--- src/rtl/iter_control_pkg.sv ---
// Shared stage codes for the state controller and iter_control, plus the
// iteration FSM encoding.
package iter_control_pkg;

  typedef enum logic [2:0] {
    ST_IDLE       = 3'b000,
    ST_GET_PARAM  = 3'b001,
    ST_DECODE     = 3'b010,
    ST_EX         = 3'b011,
    ST_MEM        = 3'b100,
    ST_WRITE_BACK = 3'b101,
    ST_DONE       = 3'b110
  } stage_e;

  typedef enum logic [1:0] {
    IT_IDLE = 2'd0,
    IT_RUN  = 2'd1,
    IT_FIN  = 2'd2
  } iter_fsm_e;

endpackage

--- src/rtl/iter_control_addr_gen.sv ---
// Parameter address accumulator: load base/stride, then add stride per step,
// wrapping modulo 2^ADDR_W.
module addr_gen #(
  parameter int unsigned ADDR_W = 16
) (
  input  logic              clk,
  input  logic              rst,
  input  logic              i_load,
  input  logic [ADDR_W-1:0] i_base,
  input  logic [ADDR_W-1:0] i_stride,
  input  logic              i_step,
  output logic [ADDR_W-1:0] o_addr
);

  logic [ADDR_W-1:0] r_addr;
  logic [ADDR_W-1:0] r_stride;

  always_ff @(posedge clk) begin
    if (rst) begin
      r_addr   <= '0;
      r_stride <= '0;
    end else if (i_load) begin
      r_addr   <= i_base;
      r_stride <= i_stride;
    end else if (i_step) begin
      r_addr   <= r_addr + r_stride;
    end
  end

  assign o_addr = r_addr;

endmodule

--- src/rtl/iter_control.sv ---
// Iteration controller: walks cfg_count parameter reads driven by the stage
// codes of the state controller and flags the final WRITE_BACK.
module iter_control
  import iter_control_pkg::*;
#(
  parameter int unsigned ADDR_W = 16,
  parameter int unsigned CNT_W  = 12
) (
  input  logic              clk,
  input  logic              rst,
  input  logic              start,
  input  logic [2:0]        state,
  input  logic [ADDR_W-1:0] cfg_base,
  input  logic [ADDR_W-1:0] cfg_stride,
  input  logic [CNT_W-1:0]  cfg_count,
  output logic              param_rd_en,
  output logic [ADDR_W-1:0] param_addr,
  output logic [CNT_W-1:0]  iter_idx,
  output logic              finish,
  output logic              busy
);

  localparam logic [CNT_W-1:0] ONE = CNT_W'(1);

  iter_fsm_e        r_fsm;
  logic [CNT_W-1:0] r_count;
  logic [CNT_W-1:0] r_idx;
  logic             r_last;
  logic             r_busy;

  logic             w_run;
  logic             w_get;
  logic             w_wb;
  logic             w_start;
  logic             w_zero;
  logic             w_load;
  logic             w_step;
  logic [CNT_W-1:0] w_idx_nxt;
  logic [CNT_W-1:0] w_cnt_m1;

  assign w_run     = (r_fsm == IT_RUN);
  assign w_get     = (state == ST_GET_PARAM);
  assign w_wb      = (state == ST_WRITE_BACK);
  assign w_start   = (r_fsm == IT_IDLE) && start;
  assign w_zero    = (cfg_count == '0);
  assign w_load    = w_start && !w_zero;
  assign w_step    = w_run && w_wb && !r_last;
  assign w_idx_nxt = r_idx + ONE;
  assign w_cnt_m1  = r_count - ONE;

  addr_gen #(.ADDR_W(ADDR_W)) u_addr_gen (
    .clk      (clk),
    .rst      (rst),
    .i_load   (w_load),
    .i_base   (cfg_base),
    .i_stride (cfg_stride),
    .i_step   (w_step),
    .o_addr   (param_addr)
  );

  always_ff @(posedge clk) begin
    if (rst) begin
      r_fsm   <= IT_IDLE;
      r_count <= '0;
      r_idx   <= '0;
      r_last  <= 1'b0;
      r_busy  <= 1'b0;
    end else begin
      case (r_fsm)
        IT_IDLE: begin
          if (start) begin
            if (w_zero) begin
              r_fsm <= IT_FIN;
            end else begin
              r_fsm   <= IT_RUN;
              r_count <= cfg_count;
              r_idx   <= '0;
              r_last  <= (cfg_count == ONE);
              r_busy  <= 1'b1;
            end
          end
        end
        IT_RUN: begin
          if (w_wb) begin
            if (r_last) begin
              r_fsm  <= IT_FIN;
              r_busy <= 1'b0;
            end else begin
              // last tracks the index being entered, so it is ready at its WRITE_BACK
              r_idx  <= w_idx_nxt;
              r_last <= (w_idx_nxt == w_cnt_m1);
            end
          end
        end
        IT_FIN:  ;
        default: r_fsm <= IT_IDLE;
      endcase
    end
  end

  assign param_rd_en = w_run && w_get;
  assign finish      = !rst && ((w_start && w_zero) || (w_run && r_last && w_wb));
  assign iter_idx    = r_idx;
  assign busy        = r_busy;

endmodule

--- config.mk ---
export PLATFORM = sky130hd
export DESIGN_NAME = iter_control
export DESIGN_NICKNAME = d
export VERILOG_FILES = /design/src/rtl/iter_control_pkg.sv /design/src/rtl/iter_control_addr_gen.sv /design/src/rtl/iter_control.sv
export SDC_FILE = /design/constraint.sdc
export NUM_CORES = 1
export LEC_CHECK = 0
export BUFFER_PORTS_ARGS = -buffer_cell sky130_fd_sc_hd__buf_2
export CAP_MARGIN = 20
export CELL_PAD_IN_SITES_DETAIL_PLACEMENT = 1
export CELL_PAD_IN_SITES_GLOBAL_PLACEMENT = 2
export CORE_UTILIZATION = 28
export CTS_BUF_LIST = sky130_fd_sc_hd__clkbuf_4
export CTS_CLUSTER_SIZE = 28
export DETAILED_ROUTE_END_ITERATION = 10
export PLACE_DENSITY_LB_ADDON = 0.1
export SYNTH_ARGS = -nofsm -noshare
export SYNTH_HDL_FRONTEND = slang
export SYNTH_SLANG_ARGS = --single-unit
--- constraint.sdc ---
create_clock -name clk -period 3.53 [get_ports clk]
set_input_delay 0.1765 -clock clk [delete_from_list [all_inputs] [get_ports clk]]
set_output_delay 0.1765 -clock clk [all_outputs]
set_load 0.05 [all_outputs]
==> metrics.txt, run 1 <==
core area=13200 um2; r2r setup slk=approximately 0.93 ns; final hold slack=0.0316 ns; Syn. warnings=0; vias in the first global route=between 4000 and 5000; Max Cap Violations=0; nets=roughly 670; Slew headroom=55.3%; worst setup margin=0.641 ns; Leak=2.01 nW; Pre-Repair DR Iteration Count=4; CP startpoint=cfg_count[4]; period utilisation layout=about four fifths; total grt overflow=0; hpwl dp=9.34 mm; status=completed; initial antenna violation count=1; Layout area overhead=28.3%; Tot GR Track Use=18.8%; Post-synth top flop=dfxtp_1; wire per inst=between 15 and 20 um; P per Cell Area=around 390 nW/um2; Tot Pwr=around 1.9 mW; FF-to-FF Start=r_count[0]; Post-Syn Area=around 3800 um2; Clock Tree Root=clkbuf_4; CTS Buf Count=9; Setup Skew=0.0221 ns; worst vdd ir=217 uV; first-pass GRT wire length=20.7 mm; Setup Crit Path Kind=in2out; Reg clk slew, reported paths=0.09 ns; Post-CTS Resized=0; Async S/R FF share, synth=0%; Final Hold Vio Count=0; post-route core utilization=36.8%; Final TNS setup=0 ns; FF-to-FF End=r_last; layout cell share with drive strength beyond 1=18.9%; RSZ-0062 raised after global routing=false; site row count=between 40 and 50; top-level port count=81; Avg Inst Size Synth=7.69 um2; GP Congestion=0.803; worst-skew pair later-pin latency=about 0.44 ns; Max clock buf depth=2; required time of the critical path=3.35 ns; most frequent cells in the layout=nand2_1, buf_2, dfxtp_1; Clock Sinks=60; R2R depth=8; via density per instance=5.08; hold endpoint=u_addr_gen.o_addr[0]; Vias=about 4000; area of placed instances=4400 um2; Cells after Synth=494; Setup Viol. Count Final=0; # DRC=0; final worst path period need=roughly 2.9 ns; Setup WS pre-CTS=0.910 ns; crit path DAT=about 2.7 ns; H-tree depth=3; Worst Hold Path Cells=3; Hold Path Origin=cfg_base[0]; crit start category=primary input; Yosys reg bits=60; commonest non-fill, non-tap cell in the layout=nand2_1; CTS tree=done; Design Area, Final=4870 um2; post-synth cell types=59; Worst Tran Pin Value=0.671 ns; Die Area=14000 um2; port bufs=80; Syn Nets=562; final wirelength=around 13 mm; starting density of the core=approximately 29%; fmax=0.346 GHz; DRT iter0 DRCs=between 100 and 150; CP max FO=3; register area share after synthesis=31.6%; worst hold path type=in2reg; Die Ht=118 um; largest net degree at the start of global routing=60; final non-filler cell total=just under 800; Post-synth EDFFs=0; placed cell count=around 730; die width=118 um; ANT nets after route=0; crit end category=output pin; Slew Viols, Final=0
registers in the layout, indices dropped and copies added, names as in the netlist:
register and flops:
busy 1, iter_idx 12, u_addr_gen.o_addr 16, r_count 12, u_addr_gen.r_stride 16, r_last 1, r_fsm 2
routing by layer:
metal  vias to the layer above  wire (um)  GRT usage, %
li1                       2000          -             -
met5                         -          0             0
met3                        16        330          3.14
met4                         0        243          7.91
met1                      1902       5670          21.9
met2                        58       6380          33.8
where the power goes:
part           switching [mW]  internal [mW]
logic                   0.332          0.227
clock network           0.291          0.278
registers              0.0480          0.724
total                   0.671           1.23
worst max-delay path by stage:
stage	end	depth (start not counted)
final	finish	9
after global routing	finish	9
after CTS	finish	9
after detailed placement	r_last	8
after global placement	r_last	8
after floorplan	finish	6
cell type report:
cell class / instances / area (um2)
Fill cell: 1678 / 8370
Sequential cell: 60 / 1200
Antenna cell: 2 / 5.00
Clock buffer: 9 / 67.6
Inverter: 12 / 45.0
Timing Repair Buffer: 122 / 796
Clock inverter: 7 / 81.3
Tap cell: 176 / 220
Multi-Input combinational cell: 394 / 2460
cells in the mapped netlist (3+ instances only):
library cell / n / area [um2]
a211oi_1: 9 / 67.6
a21o_1: 10 / 75.1
a21oi_1: 54 / 270
a22oi_1: 4 / 30.0
a311oi_1: 4 / 35.0
a31oi_1: 7 / 43.8
a41oi_1: 3 / 26.3
and3_1: 3 / 18.8
and4_1: 5 / 43.8
clkbuf_1: 26 / 97.6
dfxtp_1: 60 / 1200
ha_1: 17 / 213
inv_1: 12 / 45.0
nand2_1: 83 / 312
nand2b_1: 3 / 18.8
nand3_1: 15 / 75.1
nand3b_1: 4 / 30.0
nand4_1: 4 / 25.0
nand4b_1: 3 / 26.3
nor2_1: 37 / 139
nor2b_1: 4 / 25.0
nor3_1: 19 / 95.1
o211ai_1: 3 / 22.5
o21ai_0: 14 / 70.1
o21bai_1: 3 / 22.5
o31ai_1: 4 / 30.0
or3_1: 7 / 43.8
or4_1: 6 / 45.0
xnor2_1: 27 / 236
xor2_1: 5 / 43.8
worst max-delay path, cell delays in order:
cell and delay, ns:
dlygate4sd3_1 0.54, buf_2 0.13, or4_1 0.57, or3_1 0.44
nor2_1 0.11, nand2_1 0.08, mux2_2 0.26, nor3_1 0.12
buf_2 0.29
kinds of logic after synthesis:
kind of cell	count (synthesis)	share of synthesized area [%]
AO/OA/AOI/OAI	132	22.3
XOR/XNOR	33	7.97
adder cells (fa/ha/maj)	18	6.13
buffers and inverters	40	4.02
flip-flops	60	31.6
multiplexers	4	1.12
AND/OR/NAND/NOR	207	26.8
repair_timing:
| item | in CTS | in global routing |
|---|---|---|
| endpoints found under the setup margin | 0 | 0 |
| buffers inserted | 0 | 0 |
| hold endpoints to repair | 32 | 0 |
| hold buffers | 32 | 0 |
No activity file was read; power rests on OpenSTA's default activity.
==> inputs of run 2 (changes only) <==
clock period = 2.9 ns   (was 3.53 ns; I/O delays follow)
==> run 2 against run 1 <==
Net effect: clock skew decreased by 0.013 ns; non-clock buffer count increased by 15; clock power decreased by 4.7%; global-route usage increased by 0.81 points; critical path depth unchanged; cell count increased by 1.7%.
==> metrics.txt, run 2 (synthesis results as in run 1) <==
status=completed; largest net degree at the start of global routing=60 (unchanged); first-pass GRT wire length=21.3 mm (+2.7%); Leak=2.06 nW (+2.7%); worst vdd ir=193 uV (-11%); Clock Tree Root=clkbuf_4; Setup Skew=0.00929 ns (-0.0128 ns); P per Cell Area=438 nW/um2 (+12%); crit-path max cell delay=0.58 ns (about the same); Final TNS setup=0 ns (unchanged); # DRC=0 (unchanged); Setup Viol. Count Final=0 (unchanged); worst hold path type=in2reg; RSZ-0062 raised after global routing=false; CTS tree=done; Die Ht=118 um (unchanged); CP startpoint=cfg_count[4]; placed cell count=738 (+0.82%); r2r setup slk=0.32 ns (-0.61 ns); worst setup margin=0.135 ns (-0.507 ns); vias in the first global route=4138 (+0.41%); CTS Buf Count=9 (unchanged); fill count=1668 (-0.60%); crit start category=primary input; Die Area=14000 um2 (unchanged); initial antenna violation count=0 (-1); Tot Pwr=2.18 mW (+15%); crit end category=output pin; H-tree depth=3 (unchanged); GP Congestion=0.788 (-1.9%); fmax=0.362 GHz; FF-to-FF Start=r_count[0]; CP cell instances=dlygate4sd3_1 -> buf_2 -> or4_1 -> or3_4 -> nor2_1 -> nand2_1 -> mux2_2 -> nor3_1 -> buf_4; Hold Path Origin=cfg_base[14]; FF-to-FF End=r_last; total grt overflow=0 (unchanged); top-level port count=81 (unchanged); Pre-Repair DR Iteration Count=4 (unchanged); required time of the critical path=2.76 ns (-0.59 ns); port bufs=80 (unchanged); Design Area, Final=4970 um2 (+2.1%); starting density of the core=28.7% (unchanged); ANT nets after route=0 (unchanged); Clock Sinks=60 (unchanged); area of placed instances=4440 um2 (+1.0%); Max Cap Violations=0 (unchanged); R2R depth=8 (unchanged); nets=682 (+2.2%); Setup Crit Path Kind=in2out; final hold slack=0.0430 ns (+0.0115 ns); die width=118 um (unchanged); Slew Viols, Final=0 (unchanged); Vias=4042 (+1.7%); final non-filler cell total=795 (+1.7%); Setup WS pre-CTS=0.330 ns (-0.580 ns); most frequent cells in the layout=nand2_1, buf_2, dfxtp_1; CP max FO=3 (unchanged); commonest non-fill, non-tap cell in the layout=nand2_1; layout cell share with drive strength beyond 1=19.9% (+1.0 points); Final Hold Vio Count=0 (unchanged); hold endpoint=u_addr_gen.o_addr[14]; via density per instance=5.08 (about the same); core area=13200 um2 (unchanged); ANT cells=0 (-2); Max clock buf depth=2 (unchanged); worst-skew pair later-pin latency=0.45 ns (about the same); Slew headroom=41.6% (-14 points); period utilisation layout=95.4%; DRT iter0 DRCs=120 (-14%); Tot GR Track Use=19.6% (+0.81 points); final wirelength=13.0 mm (+2.6%); post-route core utilization=37.6% (+0.76 points); final worst path period need=2.77 ns; site row count=42 (unchanged); wire per inst=16.3 um (+0.94%); Reg clk slew, reported paths=0.10 ns (about the same); Worst Hold Path Cells=3 (unchanged); crit path DAT=2.62 ns (-0.09 ns); slowest stage cell, crit path=or4_1; Layout area overhead=30.9%; hpwl dp=9.53 mm (+2.0%); Worst Tran Pin Value=0.875 ns (+0.204 ns)
-- run 2: critical path: cells and delay by family --
kind / cells / cell delay (ns)
buf+inv: 3 / 0.89
mux: 1 / 0.26
simple gates: 5 / 1.31
-- run 2: power breakdown --
| group | internal, mW | switching [mW] |
|---|---|---|
| registers | 0.881 | 0.0512 |
| clock network | 0.210 | 0.333 |
| logic | 0.292 | 0.413 |
| total | 1.38 | 0.797 |
-- run 2: layout make-up --
cell class / instances / area, um2 / area share (%)
clock buffer: 13 / 97.6 / 1.96
clock inverter: 3 / 13.8 / 0.277
inverter: 12 / 45.0 / 0.906
multi-input combinational: 394 / 2460 / 49.5
sequential: 60 / 1200 / 24.2
tap: 176 / 220 / 4.43
timing repair buffer: 137 / 933 / 18.8
-- run 2: layer usage --
metal	global-route usage, %	wire, um	vias to the layer above
li1	-	-	2027
met1	22.8	5740	1950
met2	35.6	6720	54
met3	3.81	326	11
met4	6.65	169	0
met5	0	0	-
-- run 2: what timing repair did --
action / in CTS / in global routing
endpoints found under the setup margin: 0 / 1
buffers inserted: 0 / 0
hold buffers: 41 / 0
resized for setup: 0 / 3
endpoints found under the hold margin: 41 / 0
-- run 2: worst max-delay path by stage --
stage | endpoint | slack [ns] | depth (start not counted)
4_1_cts | finish | 0.07 | 9
5_1_grt | finish | 0.02 | 9
6_report | finish | 0.13 | 9
2_1_floorplan | finish | 0.21 | 6
3_5_place_dp | r_last | 0.33 | 8
3_3_place_gp | r_last | 0.44 | 8
==> inputs of run 3 (changes only) <==
clock period = 2.79 ns   (was 2.9 ns; I/O delays follow)
==> run 3 against run 2 <==
Net effect: flip-flop and latch count unchanged; setup slack better by 0.034 ns; combinational power up 4.8%; sequential share of layout area down 0.11 points; clock power down 1%; largest power group unchanged.
==> metrics.txt, run 3 (synthesis results as in run 1) <==
met2 wire length=6.63 mm (-1.3%); final wirelength=13.1 mm (+1.0%); Die Ht=118 um (unchanged); FF-to-FF End=r_last; Max Cap Violations=0 (unchanged); RSZ-0062 raised after global routing=false; slowest stage cell, crit path=dlygate4sd3_1; Leak=2.07 nW (+0.30%); largest net degree at the start of global routing=60 (unchanged); CP max FO=3 (unchanged); Top Layer Used=met4; Vias=4054 (+0.30%); Clk pwr share=23.8% (-1.1 points); Setup Viol. Count Final=0 (unchanged); Clock Tree Root=clkbuf_4; required time of the critical path=2.65 ns (-0.11 ns); worst vdd ir=166 uV (-14%); Flop pwr share=43.2% (+0.4 points); crit path DAT=2.48 ns (-0.14 ns); CTS tree=done; via density per instance=5.09 (about the same); met3 routed WL=333 um (+2.1%); top-level port count=81 (unchanged); period utilisation layout=93.9%; Final TNS setup=0 ns (unchanged); initial antenna violation count=0 (unchanged); worst hold path type=in2reg; status=completed; CP cell instances=dlygate4sd3_1 -> buf_2 -> or4_4 -> or3_4 -> nor2_1 -> nand2_1 -> mux2_2 -> nor3_2 -> buf_4; Tot Pwr=2.24 mW (+2.9%); Layout area overhead=31.5%; Pre-Repair DR Iteration Count=4 (unchanged); die width=118 um (unchanged); vias in the first global route=4290 (+3.7%); Sw Pwr=0.847 mW (+6.3%); ANT nets after route=0 (unchanged); Max clock buf depth=2 (unchanged); Hold Path Origin=cfg_base[10]; sw frac=37.8% (+1.2 points); nets=685 (+0.44%); core area=13200 um2 (unchanged); crit start category=primary input; Worst Hold Path Cells=4 (+1); most frequent cells in the layout=nand2_1, buf_2, dfxtp_1; wire per inst=16.4 um (+0.74%); R2R depth=8 (unchanged); commonest non-fill, non-tap cell in the layout=nand2_1; final non-filler cell total=797 (+0.25%); M1 WL=5.88 mm (+2.4%); power share of the combinational group=32.9% (+0.6 points); H-tree depth=3 (unchanged); crit-path max cell delay=0.54 ns (-0.04 ns); worst-skew pair later-pin latency=0.45 ns (about the same); GP Congestion=0.782 (-0.80%); Worst path top cell family by delay=simple AND/OR/NAND/NOR gates; placed cell count=740 (+0.27%); Final Hold Vio Count=0 (unchanged); hold endpoint=u_addr_gen.o_addr[10]; Tot GR Track Use=19.8% (+0.23 points); hpwl dp=9.61 mm (+0.90%); first-pass GRT wire length=21.8 mm (+2.6%); layout cell share with drive strength beyond 1=20.0% (+0.097 points); Reg clk slew, reported paths=0.09 ns (about the same); Die Area=14000 um2 (unchanged); FF-to-FF Start=r_count[0]; P per Cell Area=449 nW/um2 (+2.5%); Clock Sinks=60 (unchanged); # DRC=0 (unchanged); Worst Tran Pin Value=0.813 ns (-0.0623 ns); r2r setup slk=0.24 ns (-0.08 ns); fmax=0.382 GHz; Setup Skew=0.0210 ns (+0.0118 ns); Slew headroom=45.8% (+4.2 points); Slew Viols, Final=0 (unchanged); final worst path period need=2.62 ns; crit end category=output pin; Setup Crit Path Kind=in2out; Critical Path Stages=9 (unchanged); CTS Buf Count=9 (unchanged); internal power=1.40 mW (+1.0%); DRT iter0 DRCs=132 (+10%); site row count=42 (unchanged); starting density of the core=28.7% (unchanged); ANT cells=0 (unchanged); Crit path buffers/inverters=3 (unchanged); port bufs=80 (unchanged); total grt overflow=0 (unchanged)
## run 3: cell count changes in the layout (fill, tap and decap cells not counted), sizes merged
cell	before	now
dlygate4sd3	41	42
buf	96	98
clkbuf	13	10
clkinv	3	5
## run 3: final cells by class
cell class              count  area [um2]
clock inverters             5        20.0
clock buffers              10        75.1
fillers                  1664        8250
multi-input cells         394        2480
repair buffers            140         958
well taps                 176         220
inverters                  12        45.0
flip-flops and latches     60        1200
## run 3: worst max-delay path by stage
stage	from	end
final	cfg_count[7]	finish
after floorplan	cfg_count[4]	finish
after CTS	cfg_count[7]	finish
after global placement	r_count[0]	r_last
after detailed placement	r_count[0]	r_last
after global routing	r_count[0]	r_last
## run 3: metal layers
metal / GRT usage (%) / up-vias
li1: - / 2035
met1: 23.2 / 1934
met2: 36.1 / 71
met3: 2.94 / 14
met4: 7.59 / 0
met5: 0 / -
## run 3: metrics by stage
| step | cell area (um2) | setup WS (ns) | hold WS (ns) | utilization (%) |
|---|---|---|---|---|
| after floorplan | 3800 | 0.106 | 0.270 | - |
| final | 5000 | 0.169 | 0.0621 | 37.7 |
| after global placement | 4460 | 0.327 | 0.367 | 33.7 |
| after CTS | 4970 | 0.0265 | 0.0248 | 37.6 |
| after global routing | 5000 | 0.00272 | 0.0424 | 37.7 |
| after detailed placement | 4460 | 0.197 | 0.378 | 33.7 |
## run 3: worst register-to-register path, delay by kind of cell (launching register included)
kind                     cells  cell delay (ns)
AND/OR/NAND/NOR              2             0.93
AO/OA/AOI/OAI                2             0.60
flip-flops                   1             0.38
XOR/XNOR                     2             0.28
adder cells (fa/ha/maj)      1             0.20
buffers and inverters        1             0.10
## run 3: repair_timing
action	in CTS	in global routing
hold endpoints to repair	42	0
gates resized for setup	0	7
endpoints found under the setup margin	0	2
hold buffers	42	0
buffers inserted	0	0
## run 3: power groups by stage
stage	clock network (mW)	logic (mW)	registers, mW
after floorplan	0	0.409	1.06
after global placement	0	0.691	0.988
after global routing	0.596	0.822	0.981
after CTS	0.563	0.748	0.971
final	0.535	0.739	0.970
after detailed placement	0	0.700	0.991
